File: src/rtl/mem_access_unit_if.sv
// Request, store-data, memory and load-result signals of mem_access_unit.
// master = requester/memory side, slave = the access unit.
interface mem_access_unit_if #(
  parameter int ADDR_W    = 32,
  parameter int MAX_BEATS = 16
);
  localparam int BEAT_W = $clog2(MAX_BEATS + 1);

  logic              req_valid;
  logic              req_ready;
  logic [ADDR_W-1:0] req_addr;
  logic              req_write;
  logic [1:0]        req_size;
  logic              req_signed;
  logic [BEAT_W-1:0] req_beats;
  logic              abort;
  logic [31:0]       wr_data;
  logic              wr_pop;
  logic [ADDR_W-1:0] mem_addr;
  logic              mem_read_en;
  logic              mem_write_en;
  logic [1:0]        mem_size;
  logic [31:0]       mem_wdata;
  logic [31:0]       mem_rdata;
  logic              mem_ready;
  logic              rd_valid;
  logic [31:0]       rd_data;
  logic [BEAT_W-1:0] rd_beat;
  logic              busy;
  logic              done;

  modport master (
    output req_valid, req_addr, req_write, req_size, req_signed, req_beats, abort,
           wr_data, mem_rdata, mem_ready,
    input  req_ready, wr_pop, mem_addr, mem_read_en, mem_write_en, mem_size, mem_wdata,
           rd_valid, rd_data, rd_beat, busy, done
  );

  modport slave (
    input  req_valid, req_addr, req_write, req_size, req_signed, req_beats, abort,
           wr_data, mem_rdata, mem_ready,
    output req_ready, wr_pop, mem_addr, mem_read_en, mem_write_en, mem_size, mem_wdata,
           rd_valid, rd_data, rd_beat, busy, done
  );
endinterface

File: src/rtl/mem_access_unit.sv
// Burst load/store sequencer with lane replication and load formatting.
// Define MEM_ALIGN_QUIRK_EN for ARM7TDMI-style misaligned load rotation.
module mem_access_unit #(
  parameter int ADDR_W    = 32,
  parameter int MAX_BEATS = 16
) (
  input  logic              clk,
  input  logic              reset,
  mem_access_unit_if.slave  bus
);
  localparam int BEAT_W = $clog2(MAX_BEATS + 1);

  typedef enum logic [1:0] {S_IDLE, S_ACCESS, S_DONE} state_t;

  state_t            r_state, w_next;
  logic [ADDR_W-1:0] r_addr;
  logic              r_write, r_signed, r_rd_valid;
  logic [1:0]        r_size;
  logic [BEAT_W-1:0] r_beats, r_beat, r_rd_beat;
  logic [31:0]       r_rd_data;

  logic              w_beat_done, w_last;
  logic              w_idle, w_busy, w_done, w_rd_en, w_wr_en;
  logic [1:0]        w_size;
  logic [BEAT_W-1:0] w_nbeats;
  logic [ADDR_W-1:0] w_addr_raw;
  logic [7:0]        w_byte;
  logic [15:0]       w_half;
  logic [31:0]       w_rd_fmt, w_wdata;

  // Reserved size folds into word; bursts only make sense for words.
  assign w_size = (bus.req_size == 2'd3) ? 2'd2 : bus.req_size;

  always_comb begin
    w_nbeats = bus.req_beats;
    if (bus.req_beats == '0 || (bus.req_beats > BEAT_W'(1) && w_size != 2'd2))
      w_nbeats = BEAT_W'(1);
    else if (bus.req_beats > BEAT_W'(MAX_BEATS))
      w_nbeats = BEAT_W'(MAX_BEATS);
  end

  // abort wins over a same-cycle mem_ready: the beat is dropped
  assign w_beat_done = (r_state == S_ACCESS) && bus.mem_ready && !bus.abort;
  assign w_last      = (r_beat == r_beats - BEAT_W'(1));

  always_ff @(posedge clk) begin
    if (reset) r_state <= S_IDLE;
    else       r_state <= w_next;
  end

  always_comb begin
    w_next  = r_state;
    w_idle  = 1'b0;
    w_busy  = 1'b1;
    w_done  = 1'b0;
    w_rd_en = 1'b0;
    w_wr_en = 1'b0;
    case (r_state)
      S_IDLE: begin
        w_idle = 1'b1;
        w_busy = 1'b0;
        if (bus.req_valid) w_next = S_ACCESS;
      end
      S_ACCESS: begin
        w_rd_en = !r_write;
        w_wr_en = r_write;
        if (bus.abort)                 w_next = S_IDLE;
        else if (w_beat_done && w_last) w_next = S_DONE;
      end
      S_DONE: begin
        w_done = 1'b1;
        w_next = S_IDLE;
      end
      default: w_next = S_IDLE;
    endcase
  end

  always_ff @(posedge clk) begin
    if (reset) begin
      r_addr     <= '0;
      r_write    <= 1'b0;
      r_signed   <= 1'b0;
      r_size     <= 2'd0;
      r_beats    <= '0;
      r_beat     <= '0;
      r_rd_valid <= 1'b0;
      r_rd_data  <= '0;
      r_rd_beat  <= '0;
    end else begin
      r_rd_valid <= w_beat_done && !r_write;
      if (r_state == S_IDLE && bus.req_valid) begin
        r_addr   <= bus.req_addr;
        r_write  <= bus.req_write;
        r_signed <= bus.req_signed;
        r_size   <= w_size;
        r_beats  <= w_nbeats;
        r_beat   <= '0;
      end else if (w_beat_done && !w_last) begin
        r_beat <= r_beat + BEAT_W'(1);
      end
      if (w_beat_done && !r_write) begin
        r_rd_data <= w_rd_fmt;
        r_rd_beat <= r_beat;
      end
    end
  end

  assign w_addr_raw = r_addr + (ADDR_W'(r_beat) << 2);
  assign w_byte     = bus.mem_rdata[{r_addr[1:0], 3'b000} +: 8];
  assign w_half     = r_addr[1] ? bus.mem_rdata[31:16] : bus.mem_rdata[15:0];

`ifdef MEM_ALIGN_QUIRK_EN
  logic [31:0] w_rot;

  assign bus.mem_addr = w_addr_raw;

  always_comb begin
    case (r_addr[1:0])
      2'd0:    w_rot = bus.mem_rdata;
      2'd1:    w_rot = {bus.mem_rdata[7:0],  bus.mem_rdata[31:8]};
      2'd2:    w_rot = {bus.mem_rdata[15:0], bus.mem_rdata[31:16]};
      default: w_rot = {bus.mem_rdata[23:0], bus.mem_rdata[31:24]};
    endcase
  end

  always_comb begin
    case (r_size)
      2'd0: w_rd_fmt = {{24{r_signed & w_byte[7]}}, w_byte};
      2'd1: begin
        if (r_addr[0])
          w_rd_fmt = r_signed ? {{24{w_byte[7]}}, w_byte} : {16'h0, bus.mem_rdata[23:8]};
        else
          w_rd_fmt = {{16{r_signed & w_half[15]}}, w_half};
      end
      default: w_rd_fmt = w_rot;
    endcase
  end
`else
  always_comb begin
    bus.mem_addr = w_addr_raw;
    if (r_size == 2'd2)      bus.mem_addr[1:0] = 2'b00;
    else if (r_size == 2'd1) bus.mem_addr[0]   = 1'b0;
  end

  always_comb begin
    case (r_size)
      2'd0:    w_rd_fmt = {{24{r_signed & w_byte[7]}}, w_byte};
      2'd1:    w_rd_fmt = {{16{r_signed & w_half[15]}}, w_half};
      default: w_rd_fmt = bus.mem_rdata;
    endcase
  end
`endif

  always_comb begin
    case (r_size)
      2'd0:    w_wdata = {4{bus.wr_data[7:0]}};
      2'd1:    w_wdata = {2{bus.wr_data[15:0]}};
      default: w_wdata = bus.wr_data;
    endcase
  end

  // Control outputs are held low for the whole reset window, not just after the edge.
  assign bus.req_ready    = !reset && w_idle;
  assign bus.busy         = !reset && w_busy;
  assign bus.done         = !reset && w_done;
  assign bus.mem_read_en  = !reset && w_rd_en;
  assign bus.mem_write_en = !reset && w_wr_en;
  assign bus.wr_pop       = !reset && w_beat_done && r_write;
  assign bus.rd_valid     = !reset && r_rd_valid;
  assign bus.rd_data      = r_rd_data;
  assign bus.rd_beat      = r_rd_beat;
  assign bus.mem_size     = r_size;
  assign bus.mem_wdata    = w_wdata;
endmodule
File: src/flat_wrapper.sv
// flat-port wrapper written by rule: the top's interface ports become plain ports
module mem_access_unit_flat 
#(
  parameter int ADDR_W    = 32,
  parameter int MAX_BEATS = 16
)
  (clk, reset, bus_req_valid, bus_req_addr, bus_req_write, bus_req_size, bus_req_signed, bus_req_beats, bus_abort, bus_wr_data, bus_mem_rdata, bus_mem_ready, bus_req_ready, bus_wr_pop, bus_mem_addr, bus_mem_read_en, bus_mem_write_en, bus_mem_size, bus_mem_wdata, bus_rd_valid, bus_rd_data, bus_rd_beat, bus_busy, bus_done);
  mem_access_unit_if #(.ADDR_W(ADDR_W), .MAX_BEATS(MAX_BEATS)) bus_i ();
  input  logic clk;
  input  logic reset;
  input wire logic [$bits(bus_i.req_valid)-1:0] bus_req_valid;
  input wire logic [$bits(bus_i.req_addr)-1:0] bus_req_addr;
  input wire logic [$bits(bus_i.req_write)-1:0] bus_req_write;
  input wire logic [$bits(bus_i.req_size)-1:0] bus_req_size;
  input wire logic [$bits(bus_i.req_signed)-1:0] bus_req_signed;
  input wire logic [$bits(bus_i.req_beats)-1:0] bus_req_beats;
  input wire logic [$bits(bus_i.abort)-1:0] bus_abort;
  input wire logic [$bits(bus_i.wr_data)-1:0] bus_wr_data;
  input wire logic [$bits(bus_i.mem_rdata)-1:0] bus_mem_rdata;
  input wire logic [$bits(bus_i.mem_ready)-1:0] bus_mem_ready;
  output wire logic [$bits(bus_i.req_ready)-1:0] bus_req_ready;
  output wire logic [$bits(bus_i.wr_pop)-1:0] bus_wr_pop;
  output wire logic [$bits(bus_i.mem_addr)-1:0] bus_mem_addr;
  output wire logic [$bits(bus_i.mem_read_en)-1:0] bus_mem_read_en;
  output wire logic [$bits(bus_i.mem_write_en)-1:0] bus_mem_write_en;
  output wire logic [$bits(bus_i.mem_size)-1:0] bus_mem_size;
  output wire logic [$bits(bus_i.mem_wdata)-1:0] bus_mem_wdata;
  output wire logic [$bits(bus_i.rd_valid)-1:0] bus_rd_valid;
  output wire logic [$bits(bus_i.rd_data)-1:0] bus_rd_data;
  output wire logic [$bits(bus_i.rd_beat)-1:0] bus_rd_beat;
  output wire logic [$bits(bus_i.busy)-1:0] bus_busy;
  output wire logic [$bits(bus_i.done)-1:0] bus_done;
  assign bus_i.req_valid = bus_req_valid;
  assign bus_i.req_addr = bus_req_addr;
  assign bus_i.req_write = bus_req_write;
  assign bus_i.req_size = bus_req_size;
  assign bus_i.req_signed = bus_req_signed;
  assign bus_i.req_beats = bus_req_beats;
  assign bus_i.abort = bus_abort;
  assign bus_i.wr_data = bus_wr_data;
  assign bus_i.mem_rdata = bus_mem_rdata;
  assign bus_i.mem_ready = bus_mem_ready;
  assign bus_req_ready = bus_i.req_ready;
  assign bus_wr_pop = bus_i.wr_pop;
  assign bus_mem_addr = bus_i.mem_addr;
  assign bus_mem_read_en = bus_i.mem_read_en;
  assign bus_mem_write_en = bus_i.mem_write_en;
  assign bus_mem_size = bus_i.mem_size;
  assign bus_mem_wdata = bus_i.mem_wdata;
  assign bus_rd_valid = bus_i.rd_valid;
  assign bus_rd_data = bus_i.rd_data;
  assign bus_rd_beat = bus_i.rd_beat;
  assign bus_busy = bus_i.busy;
  assign bus_done = bus_i.done;
  mem_access_unit #(.ADDR_W(ADDR_W), .MAX_BEATS(MAX_BEATS)) u_core (.clk(clk), .reset(reset), .bus(bus_i));
endmodule
File: config.mk
export PLATFORM = sky130hd
export DESIGN_NAME = mem_access_unit_flat
export DESIGN_NICKNAME = d
export VERILOG_FILES = /design/src/rtl/mem_access_unit_if.sv /design/src/rtl/mem_access_unit.sv /design/src/flat_wrapper.sv
export SDC_FILE = /design/constraint.sdc
export NUM_CORES = 1
export LEC_CHECK = 0
export ABC_AREA = 1
export CAP_MARGIN = 20
export CORE_ASPECT_RATIO = 0.75
export CORE_MARGIN = 3
export CORE_UTILIZATION = 44
export CTS_BUF_LIST = sky130_fd_sc_hd__clkbuf_2 sky130_fd_sc_hd__clkbuf_4 sky130_fd_sc_hd__clkbuf_8
export DETAILED_ROUTE_END_ITERATION = 16
export GPL_TIMING_DRIVEN = 0
export PLACE_DENSITY = 0.84
export SLEW_MARGIN = 20
export SYNTH_ARGS = -nofsm -noshare
export SYNTH_HDL_FRONTEND = slang
export SYNTH_SLANG_ARGS = --single-unit
export TNS_END_PERCENT = 50
File: constraint.sdc
create_clock -name clk -period 2.8 [get_ports clk]
set_input_delay 0.56 -clock clk [delete_from_list [all_inputs] [get_ports clk]]
set_output_delay 0.56 -clock clk [all_outputs]
set_load 0.05 [all_outputs]
# Word-level counts from Yosys, hierarchy flattened
# Index checks and enable logic that the tools add are counted.
[word_totals] in_bits=110 wordCells=70 register_bits=86 out_inout_bits=110
[op_classes] reduce_logical=25 add_sub_neg=3 n_shift=1 bitwise_logic=2 order_cmp=2 mux=18 n_eq_ne=9
[op_table] cell="one-hot mux 32 bit (2 select lines)" n=2
[op_table] cell="adder 32 x 7 -> 32 bit" n=1
[op_table] cell="variable part select 32 x 6 -> 8 bit" n=1
[op_table] cell="two-way mux 16 bit" n=1
[op_table] cell="logical AND 1 bit" n=15
[op_table] cell="two-way mux 5 bit" n=2
[op_table] cell="two-way mux 1 bit" n=8
[op_table] cell="two-way mux 2 bit" n=4
[op_table] cell="equality test 2 bit (second input constant)" n=3
[op_table] cell="adder 5 x 1 -> 5 bit (second input constant)" n=1
[op_table] cell="equality test 5 bit" n=1
[op_table] cell="greater-than comparator 5 x 1 -> 1 bit (second input constant)" n=1
[op_table] cell="greater-than comparator 5 bit (second input constant)" n=1
[op_table] cell="logical NOT 5 bit" n=1
[op_table] cell="subtractor 5 x 1 -> 5 bit (second input constant)" n=1
[op_table] cell="equality test 2 x 1 -> 1 bit (second input constant)" n=2
[op_table] cell="logical NOT 1 bit" n=4
[op_table] cell="logical NOT 2 bit" n=2
[op_table] cell="inequality test 2 bit (second input constant)" n=2
[op_table] cell="one-hot mux 2 bit (2 select lines)" n=1
[op_table] cell="inequality test 3 bit (second input constant)" n=1
[op_table] cell="bitwise AND 1 bit" n=2
[op_table] cell="AND reduction 2 bit" n=1
[op_table] cell="OR reduction 2 bit" n=1
[op_table] cell="logical OR 1 bit" n=1

# Longest topological paths before layout
# Gate-level depths: netlist (run 1).
[logic_depth] word_depth=7 mapped_depth=12 ltp_nobuf=12

# Least setup slack after synthesis (run 1)
# OpenSTA, ideal clock, no wires.
[synth_path] path_type="flip-flop to output port" from="register u_core.r_size[1], in the netlist u_core.bus.mem_size[1]" to="output port bus_mem_wdata[10]" path_stages_with_launch=7 arrival_time_ns=2.308 n_path_buf=2 path_slack_ns=-0.068 required_ns=2.240 path_cell_list="dfxtp_1 > buf_6 > clkinv_4 > nand2_4 > inv_2 > clkbuf_1 > o21ai_0"
[synth_via] elab_chain_len=2
[synth_lines] item="start: declaration" line_no="mem_access_unit.sv:18" source="logic [1:0] r_size;"
[synth_lines] item="start signal: assignment" line_no="mem_access_unit.sv:95" source="r_size <= w_size;"
[synth_lines] item="equality test 2 x 1 -> 1 bit or logical NOT 2 bit (tied branches)" line_no="mem_access_unit.sv:155" source="case (r_size)"
[synth_lines] item="one-hot mux 32 bit (2 select lines) *" line_no="mem_access_unit.sv:155"
[synth_lines] item="end: declaration" line_no="flat_wrapper.sv:27" source="output wire logic [$bits(bus_i.mem_wdata)-1:0] bus_mem_wdata;"
# Mark *: on every way between the ends. The rest lies on a longest branch, timed or not.

# Worst setup path after layout (run 1)
[layout_path] from="register u_core.r_size[1], in the netlist u_core.bus.mem_size[1]" to="output port bus_mem_addr[0]"
[layout_via] elab_chain_len=3
[layout_lines] item="equality test 2 x 1 -> 1 bit" line_no="mem_access_unit.sv:142" source="else if (r_size == 2'd1) bus.mem_addr[0] = 1'b0;"
[layout_lines] item="two-way mux 1 bit" line_no="mem_access_unit.sv:142"
[layout_lines] item="two-way mux 1 bit *" line_no="mem_access_unit.sv:141" source="if (r_size == 2'd2) bus.mem_addr[1:0] = 2'b00;"
[layout_lines] item="end: declaration" line_no="flat_wrapper.sv:23" source="output wire logic [$bits(bus_i.mem_addr)-1:0] bus_mem_addr;"
# Marked as above.

==> results of run 1 <==
==> report_power, final <==
group | internal [mW] | switching, mW
clock network | 0.557 | 0.455
logic | 0.392 | 0.718
registers | 1.28 | 0.0502
==> layout by cell type (no fill, tap or decap), drive strengths merged, types with 2 or more instances in the layout <==
cell type and instances:
a21oi 53, a22o 8, a41oi 7, buf 55, bufinv 2, clkbuf 32, clkdlybuf4s15 8, clkdlybuf4s50 158
clkinvlp 2, dfxtp 86, dlygate4sd2 21, ha 7, inv 79, nand2 257, nand3 35, nand4 13
nor2 39, nor3 17, nor3b 2, o211ai 13, o21a 2, o21ai 67, o22ai 5, xor2 22
==> sequential cells by signal, indices dropped and copies added, names as in the netlist <==
name	flops
u_core.r_beats	5
u_core.bus.mem_size	2
u_core.r_state	2
u_core.r_addr	32
u_core.r_beat	5
u_core.r_write	1
u_core.r_rd_valid	1
u_core.bus.rd_data	32
u_core.r_signed	1
u_core.bus.rd_beat	5
==> through the flow <==
| step | setup TNS, ns | setup WS [ns] | hold slack (ns) | cells | util [%] |
|---|---|---|---|---|---|
| after global placement | -10.31 | -0.8809 | 0.4634 | 1140 | 67.43 |
| final | 0 | 0.04480 | 0.5049 | 1158 | 70.45 |
| after floorplan | -0.4962 | -0.06779 | 0.4462 | 764 | - |
| after global routing | -0.06381 | -0.01834 | 0.5211 | 1158 | 70.45 |
| after detailed placement | -10.96 | -0.8656 | 0.4806 | 1140 | 67.43 |
| after CTS | -0.03828 | -0.01759 | 0.5002 | 1157 | 69.92 |
==> worst paths after layout <==
check	cells past startpoint	slack, ns	endpoint
setup reg to reg	12	1.04	u_core.r_beat[1]
hold / removal	2	0.50	u_core.r_addr[29]
setup / recovery	6	0.04	bus_mem_addr[0]
hold reg to reg	2	0.50	u_core.r_addr[29]
==> worst max-delay path: cells and delay by family, from the launching register on <==
family | cells | cell delay (ns)
buffers and inverters | 4 | 1.07
AND/OR/NAND/NOR | 2 | 0.40
flip-flops | 1 | 0.36
==> per-layer routing <==
| metal | wire, um | up-vias |
|---|---|---|
| met5 | 0 | - |
| met4 | 317 | 0 |
| met3 | 1741 | 32 |
| met2 | 8214 | 287 |
| met1 | 9157 | 2759 |
| li1 | - | 2963 |
==> cell families after synthesis <==
kind of cell	after synthesis	share of synthesized area, %
adders and majority gates	8	2.087
buffers and inverters	122	11.07
xor gates and xnor gates	23	3.907
DFF	86	33.39
AOI/OAI and AO/OA	162	19.56
and+or+nand+nor	363	29.99
==> final cells by class <==
class / instances / area share (%)
multi-input combinational: 556 / 38.54
tap: 157 / 2.492
buffer: 39 / 3.286
inverter: 81 / 3.968
timing repair buffer: 224 / 26.79
clock inverter: 3 / 0.8571
sequential: 86 / 22.05
clock buffer: 12 / 2.016
==> timing repair <==
action                                  CTS  global route
pin swaps                                 3            10
setup buffers                             3             2
endpoints found under the setup margin   60            46
gates resized for setup                 205            51
endpoints found under the hold margin     0             0
hold buffers                              0             0
==> impl_metrics.py, run 1 <==
metrics = {
    "clock_tree": {
        "clk_latency_ns": 0.37,
        "root_buffer": "clkbuf_8",
        "h-tree-depth": 3,
        "clk_pin_slew_ns": 0.08,
        "clock_path_buffers": 2,
        "cts_sinks": 86,
        "cts_tree": "done",
        "cts_buffers": 9,
    },
    "grt": {
        "busiest_layer": "met1",
        "met2_usage_pct": 42.00,
        "grt_use_met1_pct": 43.70,
        "grt_remaining_overflow": 0,
        "grt_pass1_vias": 5650,
        "grt_pass1_wl_um": 29870,
        "grt_usage_pct": 29.06,
        "grt_max_degree": 14,
        "grt_util_met3_pct": 7.085,
        "antenna_found_initial": 0,
    },
    "synth": {
        "synth_area_per_cell_um2": 6.749,
        "yosys-top-cells-count": "nand2_1 (252), dfxtp_1 (86), inv_1 (76), o21ai_0 (59), a21oi_1 (41)",
        "synth_area_leader_cell": "dfxtp_1",
        "syn_nets": 882,
        "async_reset_ff_share_pct": 0,
        "syn-cell-area_mm2": 0.005156,
        "seq_area_frac_synth_pct": 33.39,
        "post-synth-top-count-cell": "nand2_1",
        "ys_warn_count": 0,
        "synth_ff_type": "dfxtp_1",
        "synth_seq_cells": 86,
        "synth_top_area_share_pct": 33.39,
        "syn_inst": 764,
        "synthDistinctLibCells": 46,
        "ys_top_cells_by_area": "dfxtp_1 (33%), nand2_1 (18%), o21ai_0 (5.7%)",
        "synth_edf_count": 0,
    },
    "sta": {
        "skew_ns": 0.01134,
        "timing.final.crit_share_pct": 98.40,
        "hold_viol": 0,
        "tightest_slew_ns": 0.7112,
        "rsz0062_at_grt": "yes",
        "setup-violations-final": 0,
        "report.final.slew_viol_count": 0,
        "maxSlewHeadroom_pct": 52.59,
        "max_freq_ghz": 0.3630,
        "period_minus_slack_ns": 2.755,
    },
    "finish": {
        "syn_to_final_growth_pct": 52.88,
        "layout.nets": 1115,
        "fillers": 931,
        "final_area_mm2": 0.007883,
        "seq_area_mm2": 0.001738,
        "drive_above_1_share_pct": 15.58,
        "multi_input_area_mm2": 0.003038,
        "antenna_cells": 0,
    },
    "detailed_routing": {
        "finalWirelength_um": 19430,
        "wl_per_cell_um": 16.78,
        "num_vias": 6041,
        "ant_nets": 0,
        "vias_per_cell": 5.217,
        "drt_iter0_markers": 635,
        "remaining_drc_errors": 0,
        "drtPass1Iterations": 5,
    },
    "floorplan": {
        "die_area_mm2": 0.01307,
        "io_pins": 220,
        "die_w_um": 131,
        "start_util_pct": 46.08,
        "rows": 33,
        "die_h_um": 99.75,
        "coreArea_mm2": 0.01119,
    },
    "setup_path": {
        "crit_path_cell_trace": "buf_6 > clkinv_4 > clkbuf_2 > nor2_1 > nor3_1 > dlygate4sd2_1",
        "r2r-start": "u_core.r_beats[0]",
        "worstSetupPathType": "register to output pin",
        "critical_path.max_stage_delay_ns": 0.59,
        "critPathSlowestCell": "dlygate4sd2_1",
        "crit_start": "u_core.bus.mem_size[1]",
        "cp.required_ns": 2.24,
        "setup.worst_path.end_class": "output pin",
        "cp.arrival_ns": 2.20,
        "start_kind": "register",
        "worstPathMaxFanout": 10,
    },
    "placed_design": {
        "portBuffers": 219,
        "placed_area_mm2": 0.007545,
        "gp_congestion": 1.005,
        "dp_hpwl_um": 15180,
    },
    "outcome": {
        "status": "finished, final reports clean",
    },
    "power": {
        "leakagePower_nw": 3.439,
        "power_density_mw_per_mm2": 438.0,
        "ir_drop_mv": 0.2922,
        "report.power.total_mw": 3.453,
    },
    "min_path": {
        "holdCritStartpoint": "u_core.r_addr[29]",
        "hold_class": "register to register",
    },
    "job": {
        "max-cap-violations": 0,
    },
}
Note: power is estimated with default switching activity, not from simulation.
==> inputs of run 2 (changes only) <==
--- a/config.mk
+++ b/config.mk
@@ -6,12 +6,13 @@
 export NUM_CORES = 1
 export LEC_CHECK = 0
 export ABC_AREA = 1
-export CAP_MARGIN = 20
+export CAP_MARGIN = 15
 export CORE_ASPECT_RATIO = 0.75
 export CORE_MARGIN = 3
 export CORE_UTILIZATION = 44
 export CTS_BUF_LIST = sky130_fd_sc_hd__clkbuf_2 sky130_fd_sc_hd__clkbuf_4 sky130_fd_sc_hd__clkbuf_8
 export DETAILED_ROUTE_END_ITERATION = 16
+export GPL_ROUTABILITY_DRIVEN = 0
 export GPL_TIMING_DRIVEN = 0
 export PLACE_DENSITY = 0.84
 export SLEW_MARGIN = 20
==> run 2 against run 1 <==
Against the previous run: fmax about the same; clock power is 4% higher; non-clock buffer count rose by 2; global-route usage is 0.18 points higher; register-to-register slack gained 0.03 ns; largest power group unchanged; first-iteration DRC count decreased by 3.0%; critical path depth grew 3; clock skew is 0.0022 ns lower; critical endpoint is now bus_mem_addr[14]; die area did not move; flip-flop and latch count stayed put; via count increased by 2.5%; sequential power about the same.
==> impl_metrics.py, run 2 (synthesis gave the netlist of run 1 again) <==
metrics = {
    "sta": {
        "timing.final.crit_share_pct": 98.48,
        "max_freq_ghz": 0.3627,
        "hold_viol": 0,
        "skew_ns": 0.009113,
        "report.final.slew_viol_count": 0,
        "setup-violations-final": 0,
        "tightest_slew_ns": 0.7204,
        "rsz0062_at_grt": "yes",
        "period_minus_slack_ns": 2.757,
        "setup_ws_ns": 0.04259,
        "maxSlewHeadroom_pct": 51.97,
    },
    "clock_tree": {
        "clk_pin_slew_ns": 0.09,
        "cts_tree": "done",
        "root_buffer": "clkbuf_8",
        "cts_buffers": 9,
        "clock_path_buffers": 2,
        "clk_latency_ns": 0.37,
        "h-tree-depth": 3,
        "cts_sinks": 86,
    },
    "floorplan": {
        "io_pins": 220,
        "start_util_pct": 46.08,
        "rows": 33,
        "die_area_mm2": 0.01307,
        "die_h_um": 99.75,
        "coreArea_mm2": 0.01119,
        "die_w_um": 131,
    },
    "setup_path": {
        "start_kind": "register",
        "critical_path.max_stage_delay_ns": 0.37,
        "cp.arrival_ns": 2.20,
        "cp.required_ns": 2.24,
        "worstPathMaxFanout": 3,
        "critPathSlowestCell": "dfxtp_2",
        "setup.worst_path.end_class": "output pin",
        "crit_path_cell_trace": "ha_4 > fa_2 > nand3_2 > nand2_4 > nand2_4 > nand2_4 > nor3b_4 > xor2_1 > buf_4",
        "cp.buffers_inverters": 1,
        "cpMostUsedCell": "nand2_4",
        "cp_top_family": "simple AND/OR/NAND/NOR gates",
        "worstSetupPathType": "register to output pin",
    },
    "detailed_routing": {
        "finalWirelength_um": 19540,
        "num_vias": 6190,
        "wl_per_cell_um": 16.83,
        "drtPass1Iterations": 5,
        "remaining_drc_errors": 0,
        "ant_nets": 0,
        "drt_iter0_markers": 616,
        "vias_per_cell": 5.332,
    },
    "finish": {
        "fillers": 933,
        "syn_to_final_growth_pct": 54.19,
        "final_common_cell": "nand2_1",
        "most-common-layout-cells": "nand2_1 (246), clkdlybuf4s50_1 (157), dfxtp_1 (79), inv_1 (75), o21ai_0 (59)",
        "antenna_cells": 0,
        "seq_area_mm2": 0.001735,
        "drive_above_1_share_pct": 15.84,
        "layout.nets": 1117,
        "multi_input_area_mm2": 0.003054,
    },
    "grt": {
        "antenna_found_initial": 0,
        "grt_pass1_vias": 5750,
        "grt_usage_pct": 29.24,
        "grt_max_degree": 15,
        "grt_remaining_overflow": 0,
        "grt_pass1_wl_um": 29950,
    },
    "placed_design": {
        "portBuffers": 219,
        "dp_hpwl_um": 15020,
        "dp_slack_ns": -0.8716,
    },
    "power": {
        "leakagePower_nw": 3.466,
        "report.power.total_mw": 3.498,
        "ir_drop_mv": 0.2583,
        "power_density_mw_per_mm2": 440.0,
    },
    "min_path": {
        "hold_class": "register to register",
    },
    "outcome": {
        "status": "finished, final reports clean",
    },
    "job": {
        "max-cap-violations": 0,
    },
}
run 2: cell count changes in the layout (fill, tap and decap cells not counted), moves of 2 or more:
cell,before,now
buf_4,23,27
clkbuf_4,6,2
clkbuf_2,9,6
clkdlybuf4s15_2,5,8
nand2_2,6,3
clkinv_4,1,3
nand2_4,6,8
run 2: worst register-to-register path, cell delays in order, from the launching register on:
cell      delay [ns]
dfxtp_1         0.39
buf_6           0.15
clkinv_4        0.06
nand2_4         0.11
inv_2           0.15
nand3_1         0.13
nand2_2         0.07
nand2_4         0.12
o21a_4          0.19
buf_6           0.19
a21oi_2         0.07
run 2: through the flow:
step / instance area, um^2 / TNS, ns / hold WS (ns) / utilization, % / instances
6_report: 7950 / 0 / 0.5011 / 71.05 / 1161
5_1_grt: 7950 / -0.2058 / 0.5360 / 71.05 / 1161
4_1_cts: 7839 / -0.08255 / 0.5041 / 70.05 / 1157
3_5_place_dp: 7545 / -10.26 / 0.4765 / 67.43 / 1140
3_3_place_gp: 7545 / -9.687 / 0.4622 / 67.43 / 1140
2_1_floorplan: 5156 / -0.4962 / 0.4462 / - / 764
run 2: layout make-up:
class	instances	area share, %
tap	157	2.471
clock buffer	12	2.077
buffer	39	3.258
sequential	86	21.83
inverter	81	3.935
timing repair buffer	226	27.04
clock inverter	4	0.9758
multi-input combinational	556	38.42
run 2: final timing paths:
kind / from / to / slack (ns) / depth (start not counted)
setup / recovery: u_core.r_addr[2] / bus_mem_addr[14] / 0.04 / 9
hold / removal: u_core.r_addr[29] / u_core.r_addr[29] / 0.50 / 2
setup reg to reg: u_core.bus.mem_size[1] / u_core.bus.rd_data[26] / 1.07 / 10
hold reg to reg: u_core.r_addr[29] / u_core.r_addr[29] / 0.50 / 2
run 2: repair_timing:
action,4_1_cts,5_1_grt
pin swaps,5,10
hold buffers,0,0
setup endpoints to repair,60,42
buffers inserted,2,5
gates resized for setup,226,36
run 2: layer usage:
layer	GRT usage (%)	vias up	share of wire (%)
li1	-	2970	-
met1	42.99	2848	45
met2	42.90	338	43
met3	7.246	34	10
met4	6.877	0	1.7
met5	0	-	0
run 2: power by group:
group | leakage [nW] | internal [mW] | total [mW] | switching [mW]
Clock | 0.123 | 0.579 | 1.05 | 0.473
Sequential | 0.706 | 1.28 | 1.33 | 0.0507
Combinational | 2.64 | 0.396 | 1.11 | 0.718
Total | 3.47 | 2.26 | 3.50 | 1.24
